`src/rtl/cdb_arbiter_pkg.sv`:
```
// Shared CDB types and default sizing for the result-broadcast arbiter.
// The CDB_RR_EN macro selects round-robin (defined) or fixed-priority scanning.
package cdb_arbiter_pkg;

    localparam int NUM_SOURCES       = 4;
    localparam int NUM_CDB_ENTRIES   = 2;
    localparam int RO_BUFFER_ENTRIES = 8;
    localparam int CDB_TAG_W         = $clog2(RO_BUFFER_ENTRIES);

    typedef struct packed {
        logic                 valid;
        logic [CDB_TAG_W-1:0] tag;
        logic [31:0]          value;
    } cdb_entry_t;

    typedef cdb_entry_t [NUM_CDB_ENTRIES-1:0] cdb_t;

    function automatic int wrap_inc(input int idx, input int n);
        return (idx + 1) % n;
    endfunction

endpackage

```
`src/rtl/cdb_pick.sv`:
```
// Combinational grant selection: scans requests from a start index and hands
// the first CDB_WIDTH requesters to slots 0..CDB_WIDTH-1 in scan order.
module cdb_pick
    import cdb_arbiter_pkg::*;
#(
    parameter int NUM_SRC   = 4,
    parameter int CDB_WIDTH = 2,
    parameter int IDX_W     = 2
) (
    input  logic [NUM_SRC-1:0]         req,
    input  logic [IDX_W-1:0]           start,
    output logic [NUM_SRC-1:0]         grant,
    output logic [CDB_WIDTH-1:0]       slot_valid,
    output logic [CDB_WIDTH*IDX_W-1:0] slot_src
);

    always_comb begin
        int idx;
        int cnt;
        grant      = '0;
        slot_valid = '0;
        slot_src   = '0;
        idx        = int'(start);
        cnt        = 0;
        for (int j = 0; j < NUM_SRC; j++) begin
            // Loops over constant ranges keep every select index a constant.
            for (int s = 0; s < NUM_SRC; s++) begin
                if (s == idx && req[s] && cnt < CDB_WIDTH) begin
                    grant[s] = 1'b1;
                    for (int k = 0; k < CDB_WIDTH; k++) begin
                        if (k == cnt) begin
                            slot_valid[k]              = 1'b1;
                            slot_src[k*IDX_W +: IDX_W] = IDX_W'(s);
                        end
                    end
                    cnt = cnt + 1;
                end
            end
            idx = wrap_inc(idx, NUM_SRC);
        end
    end

endmodule

```
`src/rtl/cdb_arbiter.sv`:
```
// Common-data-bus arbiter: grants up to CDB_WIDTH completed results per cycle
// and broadcasts them registered one cycle later. CDB_RR_EN enables round-robin.
module cdb_arbiter
    import cdb_arbiter_pkg::*;
#(
    parameter  int NUM_SRC     = NUM_SOURCES,
    parameter  int CDB_WIDTH   = NUM_CDB_ENTRIES,
    parameter  int ROB_ENTRIES = RO_BUFFER_ENTRIES,
    localparam int TAG_W       = $clog2(ROB_ENTRIES),
    localparam int IDX_W       = (NUM_SRC > 1) ? $clog2(NUM_SRC) : 1
) (
    input  logic                         clk,
    input  logic                         rst,
    input  logic                         flush,
    input  logic [NUM_SRC-1:0]           src_valid_i,
    input  logic [NUM_SRC*TAG_W-1:0]     src_tag_i,
    input  logic [NUM_SRC*32-1:0]        src_value_i,
    output logic [NUM_SRC-1:0]           src_ready_o,
    output logic [CDB_WIDTH-1:0]         cdb_valid_o,
    output logic [CDB_WIDTH*TAG_W-1:0]   cdb_tag_o,
    output logic [CDB_WIDTH*32-1:0]      cdb_value_o
);

    logic [NUM_SRC-1:0]         grant;
    logic [CDB_WIDTH-1:0]       pick_valid;
    logic [CDB_WIDTH*IDX_W-1:0] pick_src;
    logic [IDX_W-1:0]           start;
    logic                       hold_off;

    assign hold_off = rst | flush;

`ifdef CDB_RR_EN
    logic [IDX_W-1:0] ptr_reg;
    logic [IDX_W-1:0] ptr_next;

    // The highest occupied slot holds the last source granted in scan order.
    always_comb begin
        ptr_next = ptr_reg;
        for (int k = 0; k < CDB_WIDTH; k++) begin
            if (pick_valid[k]) begin
                ptr_next = IDX_W'(wrap_inc(int'(pick_src[k*IDX_W +: IDX_W]), NUM_SRC));
            end
        end
    end

    always_ff @(posedge clk) begin
        if (hold_off) begin
            ptr_reg <= '0;
        end else begin
            ptr_reg <= ptr_next;
        end
    end

    assign start = ptr_reg;
`else
    assign start = '0;
`endif

    cdb_pick #(
        .NUM_SRC   (NUM_SRC),
        .CDB_WIDTH (CDB_WIDTH),
        .IDX_W     (IDX_W)
    ) u_pick (
        .req        (src_valid_i),
        .start      (start),
        .grant      (grant),
        .slot_valid (pick_valid),
        .slot_src   (pick_src)
    );

    assign src_ready_o = grant & {NUM_SRC{~hold_off}};

    genvar gi;
    generate
        for (gi = 0; gi < CDB_WIDTH; gi++) begin : g_slot
            logic             valid_reg;
            logic [TAG_W-1:0] tag_reg;
            logic [31:0]      value_reg;
            logic [TAG_W-1:0] tag_next;
            logic [31:0]      value_next;

            // Idle slots drive zero tag/value so no stale data lingers on the bus.
            always_comb begin
                tag_next   = '0;
                value_next = '0;
                for (int s = 0; s < NUM_SRC; s++) begin
                    if (pick_valid[gi] && pick_src[gi*IDX_W +: IDX_W] == IDX_W'(s)) begin
                        tag_next   = src_tag_i[s*TAG_W +: TAG_W];
                        value_next = src_value_i[s*32 +: 32];
                    end
                end
            end

            always_ff @(posedge clk) begin
                if (hold_off) begin
                    valid_reg <= 1'b0;
                    tag_reg   <= '0;
                    value_reg <= '0;
                end else begin
                    valid_reg <= pick_valid[gi];
                    tag_reg   <= tag_next;
                    value_reg <= value_next;
                end
            end

            assign cdb_valid_o[gi]                = valid_reg;
            assign cdb_tag_o[gi*TAG_W +: TAG_W]   = tag_reg;
            assign cdb_value_o[gi*32 +: 32]       = value_reg;
        end
    endgenerate

endmodule

```
`config.mk`:
```
export PLATFORM = sky130hd
export DESIGN_NAME = cdb_arbiter
export DESIGN_NICKNAME = d
export VERILOG_FILES = /design/src/rtl/cdb_arbiter_pkg.sv /design/src/rtl/cdb_pick.sv /design/src/rtl/cdb_arbiter.sv
export SDC_FILE = /design/constraint.sdc
export NUM_CORES = 1
export LEC_CHECK = 0
export BUFFER_PORTS_ARGS = -buffer_cell sky130_fd_sc_hd__buf_2
export CAP_MARGIN = 15
export CORE_UTILIZATION = 50
export CTS_CLUSTER_DIAMETER = 80
export CTS_CLUSTER_SIZE = 14
export DETAILED_ROUTE_END_ITERATION = 12
export PLACE_DENSITY = 0.87
export SLEW_MARGIN = 20
export SYNTH_ARGS = -nofsm -noshare
export SYNTH_HDL_FRONTEND = slang
export SYNTH_HIERARCHICAL = 1
export SYNTH_SLANG_ARGS = --single-unit
```
`constraint.sdc`:
```
create_clock -name clk -period 5.4 [get_ports clk]
set_clock_uncertainty 0.1 [all_clocks]
set_input_delay 0.81 -clock clk [delete_from_list [all_inputs] [get_ports clk]]
set_output_delay 0.81 -clock clk [all_outputs]
set_load 0.02 [all_outputs]
```
# == Word-level counts from Yosys, hierarchy flattened ==
# Index checks and enable logic that the tools add are counted.
# word_totals
out_inout_bits,76
elab_cells,80
inputBits,147
ff_bits,72
# classes
addsub,2
muxes,41
magnitude_cmp,3
eq_ne,9
reduce_logical,16
bitwise,3
# op_table
op,n
32-bit 2-to-1 mux,10
32-bit logical NOT,3
"2-bit by 32-bit equality test with 1-bit output, first input constant",2
"32-bit by 3-bit less-than comparator with 1-bit output, second input constant",2
"32-bit by 2-bit adder with 32-bit output, second input constant",1
3-bit 2-to-1 mux,8
2-bit 2-to-1 mux,7
1-bit 2-to-1 mux,13
4-bit 2-to-1 mux,3
1-bit logical AND,11
"2-bit equality test, second input constant",4
4-bit AND,1
"2-bit by 1-bit equality test with 1-bit output, second input constant",2
2-bit logical NOT,2
"1-bit by 1-bit adder with 2-bit output, second input constant",1
"1-bit by 2-bit less-than comparator with 1-bit output, second input constant",1
"1-bit equality test, first input constant",1
1-bit NOT,1
1-bit OR,1

# == Logic depth before layout (Yosys ltp) ==
# Gate-level depths: netlist of run 1.
# depth
ltp_word,16
ltp_mapped,58
depth_no_buf,54

# == Cells and area by module ==
# Netlist of run 1, hierarchy kept.
# modules_own_cells
module,cells_per_inst,instances,seq_area_each_um2,area_each_um2
cdb_arbiter,407,1,1441.4,3772.4
cdb_pick,248,1,0.0,1873.0

# == Worst setup path before layout of run 1 ==
# Ideal clock, no wire load.
# synth_path
path_type,input to register
start,in src_valid_i[0]
end,reg g_slot[0].value_reg[4]
arrival_time_ps,4625
path_stages,20
path_buffers,2
slack_ps,553
setup_ps,122
path_cell_list,nand2_1 fa_1 inv_1 xnor2_1 ha_1 o221ai_1 a211oi_4 o211ai_2 inv_1 ha_1 a21oi_1 nor4_4 nand3_1 or2_4 a31oi_2 buf_6 buf_4 mux2_2 o22ai_1 nor3_1
# synth_via
elab_chain_len,16
# synth_rtl
element,line,text
start: declaration,cdb_arbiter.sv:15,"input logic [NUM_SRC-1:0] src_valid_i,"
1-bit 2-to-1 mux *,cdb_pick.sv:28,if (s == idx && req[s] && cnt < CDB_WIDTH) begin
1-bit by 2-bit less-than comparator with 1-bit output,-,
1-bit logical AND,cdb_pick.sv:28,
32-bit 2-to-1 mux,cdb_pick.sv:28,
32-bit by 3-bit less-than comparator with 1-bit output,cdb_pick.sv:28,
1-bit logical AND,cdb_pick.sv:28,
32-bit 2-to-1 mux,cdb_pick.sv:28,
32-bit by 3-bit less-than comparator with 1-bit output / 32-bit logical NOT (equally long branches),-,
1-bit logical AND / 2-bit 2-to-1 mux (equally long branches),"cdb_pick.sv:28, cdb_pick.sv:31",
4-bit 2-to-1 mux *,cdb_pick.sv:28,
named net pick_src[0],cdb_arbiter.sv:26,logic [CDB_WIDTH*IDX_W-1:0] pick_src;
2-bit logical NOT,cdb_arbiter.sv:87,if (pick_valid[gi] && pick_src[gi*IDX_W +: IDX_W] == IDX_W'(s)) begin
1-bit logical AND,cdb_arbiter.sv:87,
32-bit 2-to-1 mux (3 in series),cdb_arbiter.sv:87,
32-bit 2-to-1 mux *,cdb_arbiter.sv:87,
end signal: assignment,cdb_arbiter.sv:102,value_reg <= value_next;
end: declaration,cdb_arbiter.sv:78,logic [31:0] value_reg;
# The timed path passes the listed nets; every way through them passes the cells marked *.
# A chain may end at the register's enable or synchronous reset.

# == Worst setup path in the final report of run 1 ==
# layout_path
start,in src_valid_i[0]
end,out src_ready_o[3]
# layout_via
elab_chain_len,11
# layout_rtl
element,line,text
1-bit 2-to-1 mux *,cdb_pick.sv:28,
1-bit by 2-bit less-than comparator with 1-bit output,-,
1-bit logical AND,cdb_pick.sv:28,
32-bit 2-to-1 mux *,cdb_pick.sv:28,
32-bit by 3-bit less-than comparator with 1-bit output,cdb_pick.sv:28,
1-bit logical AND,cdb_pick.sv:28,
32-bit 2-to-1 mux *,cdb_pick.sv:28,
32-bit by 3-bit less-than comparator with 1-bit output *,cdb_pick.sv:28,
1-bit logical AND *,cdb_pick.sv:28,
1-bit 2-to-1 mux *,cdb_pick.sv:28,
named net grant[3],cdb_arbiter.sv:24,logic [NUM_SRC-1:0] grant;
4-bit AND *,cdb_arbiter.sv:71,assign src_ready_o = grant & {NUM_SRC{~hold_off}};
end: declaration,cdb_arbiter.sv:18,"output logic [NUM_SRC-1:0] src_ready_o,"
# Marked as above.

==> summary.md, run 1 <==
| Metric | Value |
|---|---|
| Outcome | `finished, final reports clean` |
| Hold Vio Cnt, Final | `0` |
| Max-cap viol count | `0` |
| Vias in the first global route | `~5,700` |
| Root Buffer | `clkbuf_16` |
| Crit path cell chain | `buf_2 > nand2_1 > fa_1 > inv_1 > xnor2_1 > ha_1 > o221ai_1 > a211oi_4 > o211ai_2 > inv_1 > ha_1 > a21oi_1 > nor4_4 > nand3_1 > nand2_1 > and2_1 > buf_2` |
| Port bufs | `222` |
| Min Clock Period, post-route | `a little under 5 ns` |
| Final period utilization | `0.914` |
| Power Density | `between 300 and 400 nW/um2` |
| Crit path from | `src_valid_i[0]` |
| ANT nets after route | `0` |
| Synthesized instance count | `655` |
| Drc violations | `0` |
| Crit path largest cell delay | `0.57 ns` |
| Sequential fraction of design power | `0.243` |
| YS warnings | `6` |
| Worst slew pin tran | `0.969 ns` |
| DRT Wirelength | `roughly 19 mm` |
| Sequential share of the synthesized area | `0.255` |
| CTS resizes | `0` |
| Commonest cells after routing, fill and taps aside | `buf_2, nor2_1, dfxtp_1` |
| Worst-case clock buffer depth | `2` |
| Worst ir drop on vdd | `between 0.0002 and 0.00025 V` |
| Post-CTS setup buffers | `0` |
| Core area | `10,900 um2` |
| Comb pwr share | `0.515` |
| First-pass DRT Iterations | `6` |
| LEAKAGE | `3.36 nW` |
| Routed WL per cell | `18.9 um` |
| Commonest non-fill, non-tap cell in the layout | `buf_2` |
| Initial Util | `0.516` |
| Switching power | `1.05 mW` |
| Rel. slew slack | `0.349` |
| Startpoint types | `input pin` |
| Detailed Place HPWL | `14.5 mm` |
| Final hold slack | `approximately 0.62 ns` |
| Setup TNS | `0 ns` |
| Vias post-DR | `about 6,200` |
| Hold Buf Count CTS | `0` |
| Iter 0 DRT Violations | `648` |
| Worst setup endpoint | `src_ready_o[3]` |
| Largest register FFs | `64` |
| CP max stage cell | `fa_1` |
| Layout area overhead | `26.2%` |
| DR vias/cell | `6.07` |
| Core Rows | `38` |
| Initial antenna violation count | `2` |
| Synthesized area | `5650 um2` |
| Synthesized flop and latch total | `72` |
| TritonCTS clock tree | `done` |
| CP required | `4.49 ns` |
| Unrepaired setup endpoints after global routing | `false` |
| Synth Flop Type | `dfxtp_1` |
| Critical Path AT | `4.03 ns` |
| Max Transition Viols Final | `0` |
| Share of post-route cells with drive strength above 1 | `0.378` |
| Nets | `1,053` |
| Setup CP Type | `in2out` |
| Number of synthesized flops with an enable pin | `0` |
| Die ar. | `between 10,000 and 15,000 um2` |
| Inserted Clock Buffers | `9` |
| Worst Hold Class | `in2reg` |
| Setup-failing EPs final | `0` |
| Die X | `108 um` |
| Clock share of power | `0.242` |
| Synth unique cells | `about 80` |
| Syn Area/Cell | `8.62 um2` |
| Routability Congestion | `about 0.98` |
| Total track usage | `0.317` |
| Ys async rst share | `0` |
| Chip height | `108 um` |
| Switching Fraction | `0.412` |
| H-tree Lvls | `3` |
| Sink Count | `72` |
| Fmax | `203 MHz` |
| CP max FO | `7` |
| First-pass GRT wire length | `29.0 mm` |
| Endpoint class of the critical path | `primary output` |
| Total gr overflow | `0` |
| Ports | `223` |
| Internal Power | `1.49 mW` |
| Pin count of the biggest net entering global routing | `39` |
| Worst-path clk slew | `0.07 ns` |
critical path: cells and delay by family:
| family | cells | cell delay, ns |
|---|---|---|
| adder cells (fa/ha/maj) | 3 | 1.20 |
| buffers and inverters | 4 | 0.54 |
| AO/OA/AOI/OAI | 4 | 0.69 |
| XOR/XNOR | 1 | 0.19 |
| AND/OR/NAND/NOR | 5 | 0.57 |
final cells by class:
| cell class | instances | area [um2] |
|---|---|---|
| Timing Repair Buffer | 244 | 1330 |
| Tap cell | 140 | 175 |
| Sequential cell | 72 | 1440 |
| Clock inverter | 7 | 78.8 |
| Multi-Input combinational cell | 509 | 3750 |
| Fill cell | 937 | 3810 |
| Antenna cell | 2 | 5.00 |
| Inverter | 32 | 123 |
| Clock buffer | 9 | 225 |
per-stage QoR:
| step | instance area (um2) | std cells | worst slack (ns) | util | power [mW] |
|---|---|---|---|---|---|
| after detailed placement | 6820 | 997 | 0.208 | 0.623 | 1.90 |
| after global placement | 6820 | 997 | 0.406 | 0.623 | 1.87 |
| after floorplan | 5680 | 663 | 0.553 | - | 1.57 |
| after CTS | 7120 | 1013 | 0.483 | 0.651 | 2.51 |
| final | 7120 | 1015 | 0.463 | 0.651 | 2.54 |
| after global routing | 7120 | 1015 | 0.190 | 0.651 | 2.68 |
power by group through the flow:
stage	clock network (mW)	logic, mW	registers, mW
after CTS	0.618	1.27	0.617
after global placement	0	1.25	0.628
after detailed placement	0	1.27	0.628
after global routing	0.647	1.41	0.621
after floorplan	0	0.862	0.708
final	0.615	1.31	0.616
kinds of logic (layout without fill, tap and decap cells):
family          count (synthesis)  after routing  synth area share
other cells                     1             11          0.000664
simple gates                  242            242             0.225
mux                            40             40            0.0816
xor+xnor                       11             11            0.0246
compound gates                169            169             0.237
flops                          72             72             0.255
fa+ha+maj                      38             38            0.0855
buf+inv                        82            292            0.0900
per-layer routing:
layer / track usage / part of all wire / vias up
li1: - / - / 2837
met1: 0.388 / 0.38 / 2865
met2: 0.518 / 0.48 / 380
met3: 0.0627 / 0.093 / 77
met4: 0.182 / 0.046 / 0
met5: 0 / 0 / -
worst min-delay path by stage:
stage	start	to	slack, ns	depth (start not counted)
after floorplan	src_value_i[55]	g_slot[1].value_reg[23]	0.84	2
after global placement	src_tag_i[3]	g_slot[1].tag_reg[0]	0.96	3
after detailed placement	src_value_i[62]	g_slot[1].value_reg[30]	0.96	3
after CTS	src_value_i[62]	g_slot[1].value_reg[30]	0.62	3
after global routing	src_value_i[62]	g_slot[1].value_reg[30]	0.62	3
final	src_value_i[62]	g_slot[1].value_reg[30]	0.62	3
synth_stat cells (all sizes together), types with 14 or more instances:
library cell,instances,area share
dfxtp,72,0.26
nor2b,37,0.041
buf,39,0.054
nor3,39,0.035
nor2,85,0.057
a211oi,37,0.055
nand2,21,0.014
inv,32,0.022
o221ai,35,0.062
ha,37,0.082
nand3,14,0.014
o22ai,38,0.042
mux2,38,0.076
(Power assumes the default switching activity.)
==> run 2, diff against run 1 <==
--- a/config.mk
+++ b/config.mk
@@ -5,7 +5,7 @@
 export SDC_FILE = /design/constraint.sdc
 export NUM_CORES = 1
 export LEC_CHECK = 0
-export BUFFER_PORTS_ARGS = -buffer_cell sky130_fd_sc_hd__buf_2
+export BUFFER_PORTS_ARGS = -buffer_cell sky130_fd_sc_hd__buf_4
 export CAP_MARGIN = 15
 export CORE_UTILIZATION = 50
 export CTS_CLUSTER_DIAMETER = 80
==> run 2 against run 1 <==
- combinational power increased by 5%
- fmax increased by 0.28%
- via count increased by 0.42%
- critical endpoint is now g_slot[0].tag_reg[0]
- setup slack improved by 0.014 ns
- power increased by 1.3%
- clock power decreased by 5.0%
- utilization increased by 4.8 points
- final cell count decreased by 0.20%
- flip-flop and latch count unchanged
- first-iteration DRC count decreased by 1.5%
- routed wire length increased by 3.5%
- critical path depth increased by 3
==> summary.md, run 2 (synthesis results as in run 1) <==
| Metric | Value |
|---|---|
| Fillers | `878 (-6.3%)` |
| First-pass GRT wire length | `29.7 mm (+2.5%)` |
| Post-CTS setup buffers | `0 (unchanged)` |
| Inserted Clock Buffers | `9 (unchanged)` |
| Crit path cell chain | `buf_4 > nand2_1 > fa_1 > inv_1 > xnor2_1 > ha_1 > o221ai_1 > a211oi_4 > o211ai_2 > inv_1 > ha_1 > a21oi_1 > nor4_4 > nand3_1 > or2_4 > a31oi_4 > buf_4 > mux2_2 > o22ai_1 > nor3_1` |
| Worst-case clock buffer depth | `2 (unchanged)` |
| Nets | `1,052 (-0.095%)` |
| Largest register FFs | `64 (unchanged)` |
| Power Density | `336 nW/um2 (-5.7%)` |
| LEAKAGE | `3.46 nW (+2.9%)` |
| Pin count of the biggest net entering global routing | `37 (-5.1%)` |
| Final period utilization | `0.912 (-0.00256)` |
| Share of post-route cells with drive strength above 1 | `0.377 (-0.000713)` |
| CTS resizes | `0 (unchanged)` |
| Worst ir drop on vdd | `0.000235 V (+8.6%)` |
| Critical Path AT | `5.03 ns (+1.00 ns)` |
| CP top delay family | `adder cells` |
| Fmax | `203 MHz (+0.28%)` |
| Detailed Place HPWL | `15.1 mm (+3.9%)` |
| Iter 0 DRT Violations | `638 (-1.5%)` |
| Port bufs | `222 (unchanged)` |
| H-tree Lvls | `3 (unchanged)` |
| Die X | `108 um (unchanged)` |
| Routability Congestion | `0.999 (+1.7%)` |
| Setup TNS | `0 ns (unchanged)` |
| Max Transition Viols Final | `0 (unchanged)` |
| Min Clock Period, post-route | `4.92 ns (-0.0138 ns)` |
| Startpoint types | `input pin` |
| Setup CP Type | `in2reg` |
| CP max FO | `23 (+16)` |
| Commonest non-fill, non-tap cell in the layout | `buf_4` |
| Endpoint class of the critical path | `register` |
| Initial antenna violation count | `1 (-1)` |
| Worst Path Buf+Inv | `4 (unchanged)` |
| Max-cap viol count | `0 (unchanged)` |
| Crit path largest cell delay | `0.56 ns (about the same)` |
| Worst Hold Depth | `3 (unchanged)` |
| Die ar. | `11,700 um2 (unchanged)` |
| Stages on the worst setup path | `20 (+3)` |
| Worst slew pin tran | `0.964 ns (-0.00477 ns)` |
| CP max stage cell | `fa_1` |
| Worst-path clk slew | `0.07 ns (about the same)` |
| DR vias/cell | `6.11 (+0.62%)` |
| Outcome | `finished, final reports clean` |
| Rel. slew slack | `0.352 (+0.00320)` |
| Hold Vio Cnt, Final | `0 (unchanged)` |
| Initial Util | `0.516 (unchanged)` |
| Drc violations | `0 (unchanged)` |
| TritonCTS clock tree | `done` |
| Vias in the first global route | `5,834 (+2.3%)` |
| Layout area overhead | `35.5%` |
| Total gr overflow | `0 (unchanged)` |
| Sink Count | `72 (unchanged)` |
| ANT nets after route | `0 (unchanged)` |
| Hold Buf Count CTS | `0 (unchanged)` |
| Ports | `223 (unchanged)` |
| Commonest cells after routing, fill and taps aside | `buf_4, nor2_1, dfxtp_1` |
| Unrepaired setup endpoints after global routing | `false` |
| Total track usage | `0.326 (+0.00877)` |
| Setup-failing EPs final | `0 (unchanged)` |
| Chip height | `108 um (unchanged)` |
| DRT Wirelength | `19.9 mm (+3.5%)` |
| CP required | `5.51 ns (+1.02 ns)` |
| Core area | `10,900 um2 (unchanged)` |
| Root Buffer | `clkbuf_16` |
| Routed WL per cell | `19.6 um (+3.7%)` |
| Vias post-DR | `6,185 (+0.42%)` |
| Worst Hold Class | `in2reg` |
| Fin worst setup slack | `0.476 ns (+0.0138 ns)` |
| First-pass DRT Iterations | `5 (-1)` |
| Core Rows | `38 (unchanged)` |
| Placement Setup Slack | `0.149 ns (-0.0587 ns)` |
## run 2: changes by cell type in the layout (fill, tap and decap cells not counted)
cell / before / now
buf_4: 18 / 239
diode_2: 2 / 1
clkinvlp_4: 0 / 3
bufinv_16: 1 / 0
buf_2: 222 / 0
inv_6: 2 / 3
clkinv_4: 3 / 0
inv_8: 0 / 1
clkinv_2: 1 / 0
## run 2: layout make-up
type,instances,area (um2),area share
antenna,1,2.50,0.000327
timing repair buffer,243,1870,0.245
sequential,72,1440,0.188
clock buffer,9,225,0.0294
tap,140,175,0.0229
clock inverter,7,60.1,0.00785
inverter,32,123,0.0160
multi-input combinational,509,3750,0.490
## run 2: final timing paths
kind                        start                       to  slack [ns]
setup / recovery   src_valid_i[0]     g_slot[0].tag_reg[0]        0.48
hold / removal    src_value_i[59]  g_slot[1].value_reg[27]        0.62
## run 2: routing by layer
metal / up-vias / track usage / routed length, um
li1: 2824 / - / -
met1: 2864 / 0.400 / 7590
met2: 425 / 0.547 / 9520
met3: 72 / 0.0524 / 1820
met4: 0 / 0.172 / 939
met5: - / 0 / 0
## run 2: per-stage QoR
| step | util | instance area, um2 | total power, mW | instances | hold slack (ns) |
|---|---|---|---|---|---|
| floorplan | - | 5680 | 1.57 | 663 | 0.844 |
| global placement | 0.673 | 7360 | 1.94 | 996 | 0.954 |
| detailed placement | 0.673 | 7360 | 1.96 | 996 | 0.958 |
| CTS | 0.699 | 7650 | 2.54 | 1012 | 0.610 |
| global route | 0.700 | 7650 | 2.70 | 1013 | 0.623 |
| finish | 0.700 | 7650 | 2.57 | 1013 | 0.615 |
## run 2: power breakdown
group	switching (mW)	internal, mW
logic	0.774	0.594
clock network	0.264	0.320
registers	0.0215	0.597
total	1.06	1.51
